[src/rtl/pkg_instrucao.sv]
// Shared field layout and opcode constants for the instruction word codec.
// Latency: none (declarations only).
// Backpressure: not applicable.
package pkg_instrucao;

  localparam int PALAVRA_W = 32;

  localparam int OPCODE_W  = 4;
  localparam int LINHA_W   = 3;
  localparam int COLUNA_W  = 3;
  localparam int DADO_W    = 16;
  localparam int ID_W      = 2;

  localparam int OPCODE_LSB   = 28;
  localparam int LINHA_LSB    = 25;
  localparam int COLUNA_LSB   = 22;
  localparam int DADO_LSB     = 6;
  localparam int ID_LSB       = 4;
  localparam int PARIDADE_BIT = 0;

  // Opcodes understood by decodificador_instrucao
  localparam logic [OPCODE_W-1:0] OP_NOP       = 4'h0;
  localparam logic [OPCODE_W-1:0] OP_ESCREVER  = 4'h1;
  localparam logic [OPCODE_W-1:0] OP_LER       = 4'h2;
  localparam logic [OPCODE_W-1:0] OP_SOMAR     = 4'h3;
  localparam logic [OPCODE_W-1:0] OP_MULTIPLIC = 4'h4;
  localparam logic [OPCODE_W-1:0] OP_TRANSPOR  = 4'h5;

  typedef struct packed {
    logic [OPCODE_W-1:0] opcode;
    logic [LINHA_W-1:0]  linha;
    logic [COLUNA_W-1:0] coluna;
    logic [DADO_W-1:0]   dado;
    logic [ID_W-1:0]     id_matriz;
  } campos_t;

  // Places each field at its bit position; the low nibble is left zero.
  function automatic logic [PALAVRA_W-1:0] empacotar(input campos_t c);
    logic [PALAVRA_W-1:0] w;
    w = '0;
    w[OPCODE_LSB +: OPCODE_W] = c.opcode;
    w[LINHA_LSB  +: LINHA_W]  = c.linha;
    w[COLUNA_LSB +: COLUNA_W] = c.coluna;
    w[DADO_LSB   +: DADO_W]   = c.dado;
    w[ID_LSB     +: ID_W]     = c.id_matriz;
    return w;
  endfunction

endpackage

[src/rtl/fifo_instrucao.sv]
// Circular buffer of encoded words with occupancy count and synchronous flush.
// Latency: a pushed word is visible at cabeca the cycle after the push.
// Backpressure: push ignored when full, pop ignored when empty; flush wins over both.
module fifo_instrucao #(
  parameter int LARGURA      = 32,
  parameter int PROFUNDIDADE = 4,
  localparam int PTR_W       = $clog2(PROFUNDIDADE),
  localparam int NIVEL_W     = PTR_W + 1
) (
  input  logic               clk,
  input  logic               rst,
  input  logic               limpar,
  input  logic               push,
  input  logic               pop,
  input  logic [LARGURA-1:0] dado_in,
  output logic [LARGURA-1:0] cabeca,
  output logic [NIVEL_W-1:0] nivel,
  output logic               cheio,
  output logic               vazio
);

  logic [LARGURA-1:0] mem [PROFUNDIDADE];
  logic [PTR_W-1:0]   wr_ptr;
  logic [PTR_W-1:0]   rd_ptr;
  logic               push_ok;
  logic               pop_ok;

  assign cheio   = (nivel == NIVEL_W'(PROFUNDIDADE));
  assign vazio   = (nivel == '0);
  assign push_ok = push && !cheio && !limpar;
  assign pop_ok  = pop && !vazio && !limpar;
  assign cabeca  = mem[rd_ptr];

  // Storage write; contents need no reset because nivel gates every read
  always_ff @(posedge clk) begin
    if (push_ok) mem[wr_ptr] <= dado_in;
  end

  // Pointers wrap naturally since the depth is a power of two
  always_ff @(posedge clk or posedge rst) begin
    if (rst) begin
      wr_ptr <= '0;
      rd_ptr <= '0;
      nivel  <= '0;
    end else if (limpar) begin
      wr_ptr <= '0;
      rd_ptr <= '0;
      nivel  <= '0;
    end else begin
      if (push_ok) wr_ptr <= wr_ptr + PTR_W'(1);
      if (pop_ok)  rd_ptr <= rd_ptr + PTR_W'(1);
      case ({push_ok, pop_ok})
        2'b10:   nivel <= nivel + NIVEL_W'(1);
        2'b01:   nivel <= nivel - NIVEL_W'(1);
        default: nivel <= nivel;
      endcase
    end
  end

endmodule

[src/rtl/codificador_instrucao.sv]
// Packs instruction fields into a 32-bit word and buffers it; CODIFICADOR_PARIDADE_EN adds even parity in bit 0.
// Latency: one cycle from accepted field set to instrucao on an empty FIFO.
// Backpressure: in_ready drops when full or flushing; instrucao holds until out_ready pops it.
module codificador_instrucao
  import pkg_instrucao::*;
#(
  parameter int PROFUNDIDADE = 4
) (
  input  logic                           clk,
  input  logic                           rst,
  input  logic                           limpar,
  input  logic                           in_valid,
  output logic                           in_ready,
  input  logic [OPCODE_W-1:0]            opcode,
  input  logic [LINHA_W-1:0]             linha,
  input  logic [COLUNA_W-1:0]            coluna,
  input  logic [DADO_W-1:0]              dado,
  input  logic [ID_W-1:0]                id_matriz,
  output logic                           out_valid,
  input  logic                           out_ready,
  output logic [PALAVRA_W-1:0]           instrucao,
  output logic [$clog2(PROFUNDIDADE):0]  nivel
);

  campos_t              campos;
  logic [PALAVRA_W-1:0] palavra;
  logic [PALAVRA_W-1:0] cabeca;
  logic                 cheio;
  logic                 vazio;
  logic                 ativo;
  logic                 push;
  logic                 pop;

  assign campos = '{opcode: opcode, linha: linha, coluna: coluna,
                    dado: dado, id_matriz: id_matriz};

  // Field packing, with parity folded in before the word is stored
  always_comb begin
    palavra = empacotar(campos);
`ifdef CODIFICADOR_PARIDADE_EN
    palavra[PARIDADE_BIT] = ^palavra[PALAVRA_W-1:1];
`endif
  end

  // Keeps in_ready low while reset is held and until the first edge after release
  always_ff @(posedge clk or posedge rst) begin
    if (rst) ativo <= 1'b0;
    else     ativo <= 1'b1;
  end

  assign in_ready  = ativo && !cheio && !limpar;
  assign out_valid = !vazio;
  assign push      = in_valid && in_ready;
  assign pop       = out_valid && out_ready;
  assign instrucao = out_valid ? cabeca : '0;

  fifo_instrucao #(
    .LARGURA      (PALAVRA_W),
    .PROFUNDIDADE (PROFUNDIDADE)
  ) u_fifo (
    .clk     (clk),
    .rst     (rst),
    .limpar  (limpar),
    .push    (push),
    .pop     (pop),
    .dado_in (palavra),
    .cabeca  (cabeca),
    .nivel   (nivel),
    .cheio   (cheio),
    .vazio   (vazio)
  );

endmodule
[config.mk]
export PLATFORM = sky130hd
export DESIGN_NAME = codificador_instrucao
export DESIGN_NICKNAME = d
export VERILOG_FILES = /design/src/rtl/pkg_instrucao.sv /design/src/rtl/fifo_instrucao.sv /design/src/rtl/codificador_instrucao.sv
export SDC_FILE = /design/constraint.sdc
export NUM_CORES = 1
export LEC_CHECK = 0
export CORE_MARGIN = 2
export CORE_UTILIZATION = 40
export DETAILED_ROUTE_END_ITERATION = 8
export PLACE_DENSITY = 0.61
export SLEW_MARGIN = 20
export SYNTH_ARGS = -nofsm -noshare
export SYNTH_HDL_FRONTEND = slang
export SYNTH_SLANG_ARGS = --single-unit
[constraint.sdc]
create_clock -name clk -period 6.6 [get_ports clk]
set_clock_uncertainty 0.15 [all_clocks]
set_input_delay 0.99 -clock clk [delete_from_list [all_inputs] [get_ports clk]]
set_output_delay 0.99 -clock clk [all_outputs]
set_load 0.005 [all_outputs]
# Word level (Yosys, flattened, before mapping)
# Memories as Yosys holds them, arrays and structs flattened.
# Cells that the tools add are included.
totals:
  romBits: 0
  register_bits: 8
  latchBits: 0
  word_cells: 36
  output_inout_bits: 37
  memories: 1
  input_bits: 33
  ramBits: 112
mem_list:
  columns: ["memory", "words", "word_bits", "rd", "rd_ports_with_merged_regs", "write_ports", "line_no", "text"]
  rows:
  - ["u_fifo.mem", 4, 28, 1, 0, 1, "fifo_instrucao.sv:22", "logic [LARGURA-1:0] mem [PROFUNDIDADE];"]
op_classes:
  n_mux: 9
  div_mod_pow: 0
  n_shift: 0
  reduce_logical: 15
  n_addsub: 4
  bitwise: 0
  magnitude_cmp: 0
  multipliers: 0
  eq_ne: 3
op_table:
  columns: ["cell", "n"]
  rows:
  - ["two-way mux 32 bit", 1]
  - ["logical AND 1 bit", 8]
  - ["two-way mux 2 bit", 4]
  - ["one-hot mux 3 bit (2 select lines)", 1]
  - ["adder 2 x 1 -> 2 bit (second input constant)", 2]
  - ["nonzero test 2 bit", 2]
  - ["adder 3 x 1 -> 3 bit (second input constant)", 1]
  - ["equality test 3 bit (second input constant)", 1]
  - ["logical NOT 1 bit", 3]
  - ["logical NOT 3 bit", 1]
  - ["two-way mux 3 bit", 1]
  - ["nonzero test 3 bit", 1]
  - ["subtractor 3 x 1 -> 3 bit (second input constant)", 1]
  - ["equality test 2 x 1 -> 1 bit (second input constant)", 1]
  - ["equality test 2 bit (second input constant)", 1]
  - ["two-way mux 1 bit", 2]

# Logic depth before layout (Yosys ltp)
# Gate-level depths: netlist of the first run.
logic_depth:
  depth_word: 10
  depth_mapped: 9
  mapped_depth_nobuf: 8

# Cells and area by module
# A second synthesis of the first run with hierarchy kept.
unflattened:
  hier_cells: 278
  hier_area_um2: 5522.8
modules_own_cells:
  columns: ["module", "seq_area_each_um2", "instances", "cells_each", "area_each_um2"]
  rows:
  - ["fifo_instrucao", 4018.9, 1, 235, 5215.0]
  - ["codificador_instrucao", 25.0, 1, 43, 307.8]

# Worst setup path after synthesis of the first run
# Ideal clock, no wire load.
synth_timing:
  path_type: "input to register"
  startpoint: "input limpar"
  endpoint: "register u_fifo.nivel[2]"
  cell_stages: 9
  setup_time_ps: 128
  t_arrival_ps: 2530
  path_buffers: 1
  path_slack_ps: 3793
  t_required_ps: 6322
  path_cell_list: "nand3b_1 -> nor2_1 -> buf_2 -> nor3_1 -> fa_1 -> inv_1 -> a2111o_1 -> o31ai_2 -> mux2_1"
synth_between:
  elab_chain_cells: 8
  word_cells_on_any_way: 11
  classes_between: "eq/ne (2); mux (2); reduce/logical (7)"
synth_rtl:
  columns: ["element", "line_no", "text"]
  rows:
  - ["from (decl)", "codificador_instrucao.sv:11", "input logic limpar,"]
  - ["logical NOT 1 bit", "fifo_instrucao.sv:30, fifo_instrucao.sv:31, codificador_instrucao.sv:51", null]
  - ["logical AND 1 bit", "codificador_instrucao.sv:51", "assign in_ready = ativo && !cheio && !limpar;"]
  - ["logical AND 1 bit", "codificador_instrucao.sv:53", "assign push = in_valid && in_ready;"]
  - ["logical AND 1 bit (2 in series)", "fifo_instrucao.sv:30", "assign push_ok = push && !cheio && !limpar;"]
  - ["equality test 2 x 1 -> 1 bit or equality test 2 bit (tied branches)", "fifo_instrucao.sv:52", "case ({push_ok, pop_ok})"]
  - ["one-hot mux 3 bit (2 select lines)", "fifo_instrucao.sv:52", null]
  - ["two-way mux 3 bit", "fifo_instrucao.sv:45", "end else if (limpar) begin"]
  - ["to (signal assigned)", "fifo_instrucao.sv:53", "2'b10: nivel <= nivel + NIVEL_W'(1);"]
  - ["to (signal assigned)", "fifo_instrucao.sv:54", "2'b01: nivel <= nivel - NIVEL_W'(1);"]
  - ["to (signal assigned)", "fifo_instrucao.sv:55", "default: nivel <= nivel;"]
  - ["to (decl)", "fifo_instrucao.sv:17", "output logic [NIVEL_W-1:0] nivel,"]
# Several ways; a longest one is shown, not always the timed one.
# A chain may end at the register's enable or synchronous reset.

# Worst setup path in the final report of the first run
layout_timing:
  startpoint: "register u_fifo.rd_ptr[0]"
  endpoint: "output instrucao[4]"
layout_between:
  elab_chain_cells: 2
layout_rtl:
  columns: ["element", "line_no", "text"]
  rows:
  - ["from (decl)", "fifo_instrucao.sv:24", "logic [PTR_W-1:0] rd_ptr;"]
  - ["from (signal assigned)", "fifo_instrucao.sv:51", "if (pop_ok) rd_ptr <= rd_ptr + PTR_W'(1);"]
  - ["memory (4 x 28 bit)", null, null]
  - ["two-way mux 32 bit", "codificador_instrucao.sv:55", "assign instrucao = out_valid ? cabeca : '0;"]
  - ["to (decl)", "codificador_instrucao.sv:21", "output logic [PALAVRA_W-1:0] instrucao,"]
# Every way passes these cells.

==> impl_metrics.json, run 1 <==
{
  "crit_slowest_cell": "dfrtp_4",
  "slew_viol_final": 0,
  "hold_path.class": "flip-flop to flip-flop",
  "clk_latency_ns": 0.40,
  "grtUsageTotal_pct": 14.14,
  "synth_cells": 234,
  "setup_tns_ns": 0,
  "synth_top_area_share_pct": 70.55,
  "crit_chain": "mux4_2, and2_1, clkdlybuf4s50_1",
  "met2_usage_pct": 22.32,
  "synth_seq_area_share_pct": 74.75,
  "failed_checks": "DRC",
  "place_congestion": 0.7151,
  "route.vias.total": 2282,
  "cts_tree": "yes",
  "routedWlPerCell_um": 17.81,
  "h-tree-depth": 4,
  "grt_util_met1_pct": 17.96,
  "worstPathArrival_ns": 2.48,
  "synth_top_area_cell": "edfxtp_1",
  "dp_hpwl_um": 4708,
  "setup_viol": 0,
  "cts_resized": 0,
  "die_h_um": 113.2,
  "num_rows": 39,
  "clock_path_buffers": 2,
  "netlist_area_um2": 4767,
  "synth-seq-cells": 120,
  "core_region_area_um2": 11520,
  "slowest_delay_ns": 0.84,
  "grt_busiest_layer": "met2",
  "maxCapViolCount": 0,
  "grt_max_degree": 33,
  "grt_overflow_total": 0,
  "syn2layout_area_growth_pct": 29.00,
  "min_period_ns": 3.617,
  "cts_setup_buffers": 0,
  "worstPathRequired_ns": 5.46,
  "postRouteAntennaNets": 0,
  "drc": 5,
  "hold_viol_final": 0,
  "power_leakage_nw": 2.036,
  "drive_above_1_share_pct": 21.25,
  "met3_usage_pct": 5.303,
  "cts_root_buf": "clkbuf_16",
  "dieArea_um2": 12810,
  "grt_pass1_vias": 2460,
  "initial_core_util_pct": 41.40,
  "antennaDiodeCount": 0,
  "clkTransAtPathRegs_ns": 0.06,
  "worst_pin_slew_ns": 0.7773,
  "dieWidth_um": 113.2,
  "wirelength_um": 8248,
  "first_iter_violations": 138,
  "hold_ws_ns": 0.4631,
  "ctsHoldBuffers": 0,
  "outcome": "complete, but fails checks",
  "cp-start-kind": "flip-flop",
  "reg2reg_slack_ns": 3.93,
  "rsz0062_at_grt": "no",
  "peakVddDrop_v": 0.0001459,
  "io_buffers": 65,
  "clock.fmax_mhz": 276.5,
  "grt_pass1_wl_um": 13050,
  "min_period_over_period_pct": 54.80,
  "ys_warn_count": 0,
  "yosysUniqueCellTypes": 28,
  "max_slew_margin_pct": 48.18,
  "path_class": "flip-flop to output pin",
  "vias_per_cell": 4.929,
  "io_pins": 70,
  "fillers": 927,
  "drt-pass1-iter-count": 6,
  "antenna_found_initial": 0,
  "cts_buffers": 17,
  "power_density_nw_per_um2": 370.8,
  "fin_nets": 345,
  "end_kind": "output pin",
  "cts_sinks": 120,
  "utilization_pct": 53.40,
  "syn_avg_cell_area_um2": 20.37,
  "critical_path.max_fanout": 30,
  "finalPower_w": 0.002280,
  "synth.area.top_cells": "edfxtp_1, mux4_2, and2_1, dfrtp_1, ha_1"
}
==> cell usage in the layout, fill, tap and decap left out, types with 2 or more instances in the layout <==
master	netlist	routed
mux2_2	2	2
clkinvlp_4	0	2
clkbuf_16	0	17
clkdlybuf4s50_1	0	65
ha_1	4	4
mux4_2	28	28
inv_1	4	4
edfxtp_1	112	112
clkinv_1	0	2
xor2_1	3	3
clkinv_4	0	6
conb_1	2	5
and2_2	0	4
nand2_1	2	2
nor2b_1	2	2
dfrtp_1	8	7
and2_1	32	28
nor2_1	6	6
nor3b_1	2	2
bufinv_16	0	3
==> report_power, final <==
| group | internal (W) | leakage (nW) | switching [W] | total (W) |
|---|---|---|---|---|
| logic | 0.000289 | 0.631 | 0.000176 | 0.000466 |
| clock network | 0.000594 | 0.288 | 0.000324 | 0.000917 |
| registers | 0.000863 | 1.12 | 0.0000348 | 0.000898 |
==> per-layer routing <==
layer | up-vias | routed length [um]
li1 | 1061 | -
met1 | 1153 | 3694
met2 | 60 | 4105
met3 | 8 | 364
met4 | 0 | 83
met5 | - | 0
==> critical path, delay by kind of cell (launching register included) <==
kind,cells,cell delay [ns]
DFF,1,0.84
muxes,1,0.60
and+or+nand+nor,1,0.19
buffers and inverters,1,0.45
==> flip-flops by register name (all words and copies together) (netlist names) <==
| name | flops |
|---|---|
| u_fifo.wr_ptr | 2 |
| u_fifo.rd_ptr | 2 |
| u_fifo.nivel | 3 |
| u_fifo.mem | 112 |
| ativo | 1 |
==> path summary, 6_finish.rpt <==
| kind | from | cells after the start | to |
|---|---|---|---|
| min in group asynchronous | rst | 2 | u_fifo.nivel[2]$_DFFE_PP0P_ |
| min | u_fifo.wr_ptr[0]$_DFFE_PP0P_ | 1 | u_fifo.wr_ptr[0]$_DFFE_PP0P_ |
| max reg2reg | u_fifo.nivel[1]$_DFFE_PP0P_ | 8 | u_fifo.nivel[2]$_DFFE_PP0P_ |
| max | u_fifo.rd_ptr[0]$_DFFE_PP0P_ | 3 | instrucao[4] |
| min reg2reg | u_fifo.wr_ptr[0]$_DFFE_PP0P_ | 1 | u_fifo.wr_ptr[0]$_DFFE_PP0P_ |
| max in group asynchronous | rst | 2 | u_fifo.rd_ptr[0]$_DFFE_PP0P_ |
==> cell usage after synthesis, drive strengths merged <==
| library cell | number |
|---|---|
| a2111o | 1 |
| and2 | 32 |
| buf | 10 |
| clkbuf | 5 |
| conb | 2 |
| dfrtp | 8 |
| edfxtp | 112 |
| fa | 1 |
| ha | 4 |
| inv | 4 |
| mux2 | 3 |
| mux2i | 1 |
| mux4 | 28 |
| nand2 | 2 |
| nand2b | 1 |
| nand3 | 1 |
| nand3b | 1 |
| nor2 | 6 |
| nor2b | 2 |
| nor3 | 1 |
| nor3b | 2 |
| o31ai | 2 |
| or2b | 1 |
| or3 | 1 |
| xor2 | 3 |
==> cell families after synthesis <==
logic type | Yosys count | synth area share (%)
AOI/OAI and AO/OA | 3 | 0.6562
xor gates and xnor gates | 3 | 0.5513
adders and majority gates | 5 | 1.470
buffers and inverters | 19 | 1.969
DFF | 120 | 74.75
muxes | 32 | 14.15
other | 2 | 0.1575
and+or+nand+nor | 50 | 6.299
==> area by class of cell <==
cell class	count	area (um^2)	share of cell area, %
clock buffer	17	425.4	6.918
clock inverter	15	178.9	2.909
inverter	4	15.01	0.2442
multi-input combinational	98	1126	18.31
sequential	120	3567	58.01
tap	143	178.9	2.909
timing repair buffer	66	658.1	10.70
==> through the flow <==
stage	worst slack, ns	area, um^2	std cells
detailed placement	2.788	5543	431
floorplan	3.793	4778	237
finish	2.983	6150	463
global placement	2.844	5543	431
global route	2.836	6150	463
CTS	2.642	6147	463
Power figures use the tool's default switching activity.
==> inputs of run 2 (changes only) <==
==> constraint.sdc (replaced) <==
create_clock -name clk -period 3.6 [get_ports clk]
set_clock_uncertainty 0.15 [all_clocks]
set_input_delay 0.54 -clock clk [delete_from_list [all_inputs] [get_ports clk]]
set_output_delay 0.54 -clock clk [all_outputs]
set_load 0.005 [all_outputs]
==> run 2 against run 1 <==
Compared with the run above:
- the flow still finishes with violations (DRC)
- critical path depth is 1 higher
- power grew 84%
- register-to-register slack worse by 3.0 ns
- first-iteration DRC count is 22% lower
- combinational power grew 95%
- global-route usage is 0.27 points lower
- non-clock buffer count up 7
- sequential power increased by 80%
- die area did not move
- worst setup slack got worse by 2.5 ns
- flip-flop and latch count is the same
- core utilization is 0.84 points higher
- critical path type unchanged
==> impl_metrics.json, run 2 (synthesis results as in run 1) <==
{
  "maxCapViolCount": 0,
  "top_regs": "u_fifo.mem (112), u_fifo.nivel (3)",
  "worstPathRequired_ns": 2.91,
  "clkPwrFrac_pct": 39.8,
  "cp-start-kind": "flip-flop",
  "clock_path_buffers": 2,
  "failed_checks": "DRC",
  "cts_buffers": 17,
  "clock.fmax_mhz": 325.8,
  "route.vias.total": 2321,
  "power_leakage_nw": 2.090,
  "power_density_nw_per_um2": 672.4,
  "slowest_delay_ns": 0.55,
  "swShare_pct": 22.35,
  "cts_root_buf": "clkbuf_16",
  "first_iter_violations": 108,
  "die_h_um": 113.2,
  "grt_pass1_vias": 2462,
  "wirelength_um": 8390,
  "top_register": "u_fifo.mem",
  "postRouteAntennaNets": 0,
  "antenna_found_initial": 0,
  "routedWlPerCell_um": 17.89,
  "clkTransAtPathRegs_ns": 0.05,
  "largest_register_ffs": 112,
  "drt-pass1-iter-count": 8,
  "cts_tree": "yes",
  "fillers": 929,
  "worstPathArrival_ns": 2.38,
  "io_buffers": 65,
  "core_region_area_um2": 11520,
  "grt_pass1_wl_um": 13030,
  "clk_latency_ns": 0.40,
  "setup_viol": 0,
  "setup_tns_ns": 0,
  "hold_viol_final": 0,
  "grtUsageTotal_pct": 13.87,
  "slew_viol_final": 0,
  "dp_hpwl_um": 5186,
  "antennaDiodeCount": 0,
  "hold_path.class": "input port to asynchronous set/reset pin",
  "num_rows": 39,
  "vias_per_cell": 4.949,
  "dieArea_um2": 12810,
  "final_common_cell": "edfxtp_1",
  "drive_above_1_share_pct": 21.47,
  "seqCellArea_um2": 3565,
  "internal-power_w": 0.003261,
  "rsz0062_at_grt": "no",
  "min_period_ns": 3.069,
  "drc": 5,
  "grt_overflow_total": 0,
  "crit_chain": "buf_12, mux4_2, and2_1, clkdlybuf4s50_1",
  "cts_resized": 0,
  "crit_slowest_cell": "dfrtp_2",
  "outcome": "complete, but fails checks",
  "syn2layout_area_growth_pct": 31.02,
  "switchingPower_w": 0.0009388,
  "multi_input_area_um2": 1126,
  "cts_sinks": 120,
  "h-tree-depth": 4,
  "io_pins": 70,
  "grt_max_degree": 33,
  "place_congestion": 0.6997,
  "cts_setup_buffers": 0,
  "comb_power_share_pct": 21.7,
  "end_kind": "output pin",
  "layout_common_cells": "edfxtp_1, clkdlybuf4s50_1, mux4_2, and2_1, clkbuf_16",
  "seqPwrFrac_pct": 38.6,
  "utilization_pct": 54.24,
  "dieWidth_um": 113.2,
  "initial_core_util_pct": 41.40,
  "path_class": "flip-flop to output pin",
  "peakVddDrop_v": 0.0003504,
  "ctsHoldBuffers": 0,
  "min_period_over_period_pct": 85.25,
  "fin_nets": 352,
  "critical_path.max_fanout": 22
}
run 2: cell count changes in the layout (fill, tap and decap cells not counted), sizes merged:
cell	previous run	this run
bufinv	3	4
clkinv	9	10
buf	1	8
clkinvlp	2	0
inv	5	4
run 2: worst paths after layout:
kind	startpoint	end	slack [ns]	cells past startpoint
worst max-delay path	u_fifo.rd_ptr[0]$_DFFE_PP0P_	instrucao[30]	0.53	4
worst min-delay path	rst	ativo$_DFF_PP0_	0.25	2
worst max register to register	u_fifo.nivel[0]$_DFFE_PP0P_	u_fifo.nivel[2]$_DFFE_PP0P_	0.98	6
worst min register to register	u_fifo.wr_ptr[0]$_DFFE_PP0P_	u_fifo.wr_ptr[0]$_DFFE_PP0P_	0.45	1
max in group asynchronous	rst	u_fifo.rd_ptr[0]$_DFFE_PP0P_	2.79	2
min in group clk	u_fifo.wr_ptr[0]$_DFFE_PP0P_	u_fifo.wr_ptr[0]$_DFFE_PP0P_	0.45	1
run 2: area by class of cell:
type,instances,share of cell area (%)
clock buffers,17,6.811
clock inverters,14,2.604
inverters,4,0.2404
multi-input cells,98,18.03
flip-flops and latches,120,57.07
well taps,143,2.865
repair buffers,73,12.38
run 2: through the flow:
stage          std cells  hold WS (ns)  area [um^2]  power, W  worst slack, ns
6_report             469        0.2451         6246  0.004200           0.5311
4_1_cts              469        0.2439         6246  0.004265           0.4788
5_1_grt              469        0.2739         6246  0.004383           0.4028
3_5_place_dp         438        0.4472         5658  0.002580           0.5246
2_1_floorplan        237        0.2057         4778  0.002069            1.114
3_3_place_gp         438        0.4320         5658  0.002576           0.5927
run 2: power by group through the flow:
stage | sequential [W] | clock [W] | combinational, W
2_1_floorplan | 0.00163 | 0 | 0.000437
4_1_cts | 0.00162 | 0.00170 | 0.000940
3_5_place_dp | 0.00165 | 0 | 0.000932
3_3_place_gp | 0.00165 | 0 | 0.000930
6_report | 0.00162 | 0.00167 | 0.000910
5_1_grt | 0.00162 | 0.00176 | 0.000994
run 2: metal layers:
layer	vias up	global-route usage, %	wire length [um]
li1	1072	-	-
met1	1185	17.36	3669
met2	59	22.36	4223
met4	0	5.122	72
met3	5	5.035	425
met5	-	0	0
run 2: critical path: cells and delay by family, from the launching register on:
family,cells,cell delay [ns]
buffers and inverters,2,0.71
multiplexers,1,0.53
flip-flops,1,0.55
AND/OR/NAND/NOR,1,0.19
==> inputs of run 3 (changes only) <==
--- a/config.mk
+++ b/config.mk
@@ -7,6 +7,7 @@
 export LEC_CHECK = 0
 export CORE_MARGIN = 2
 export CORE_UTILIZATION = 40
+export CTS_CLUSTER_DIAMETER = 40
 export DETAILED_ROUTE_END_ITERATION = 8
 export PLACE_DENSITY = 0.61
 export SLEW_MARGIN = 20
==> results of run 3 <==
Final layout, timing and power as in run 2 (identical DEF).
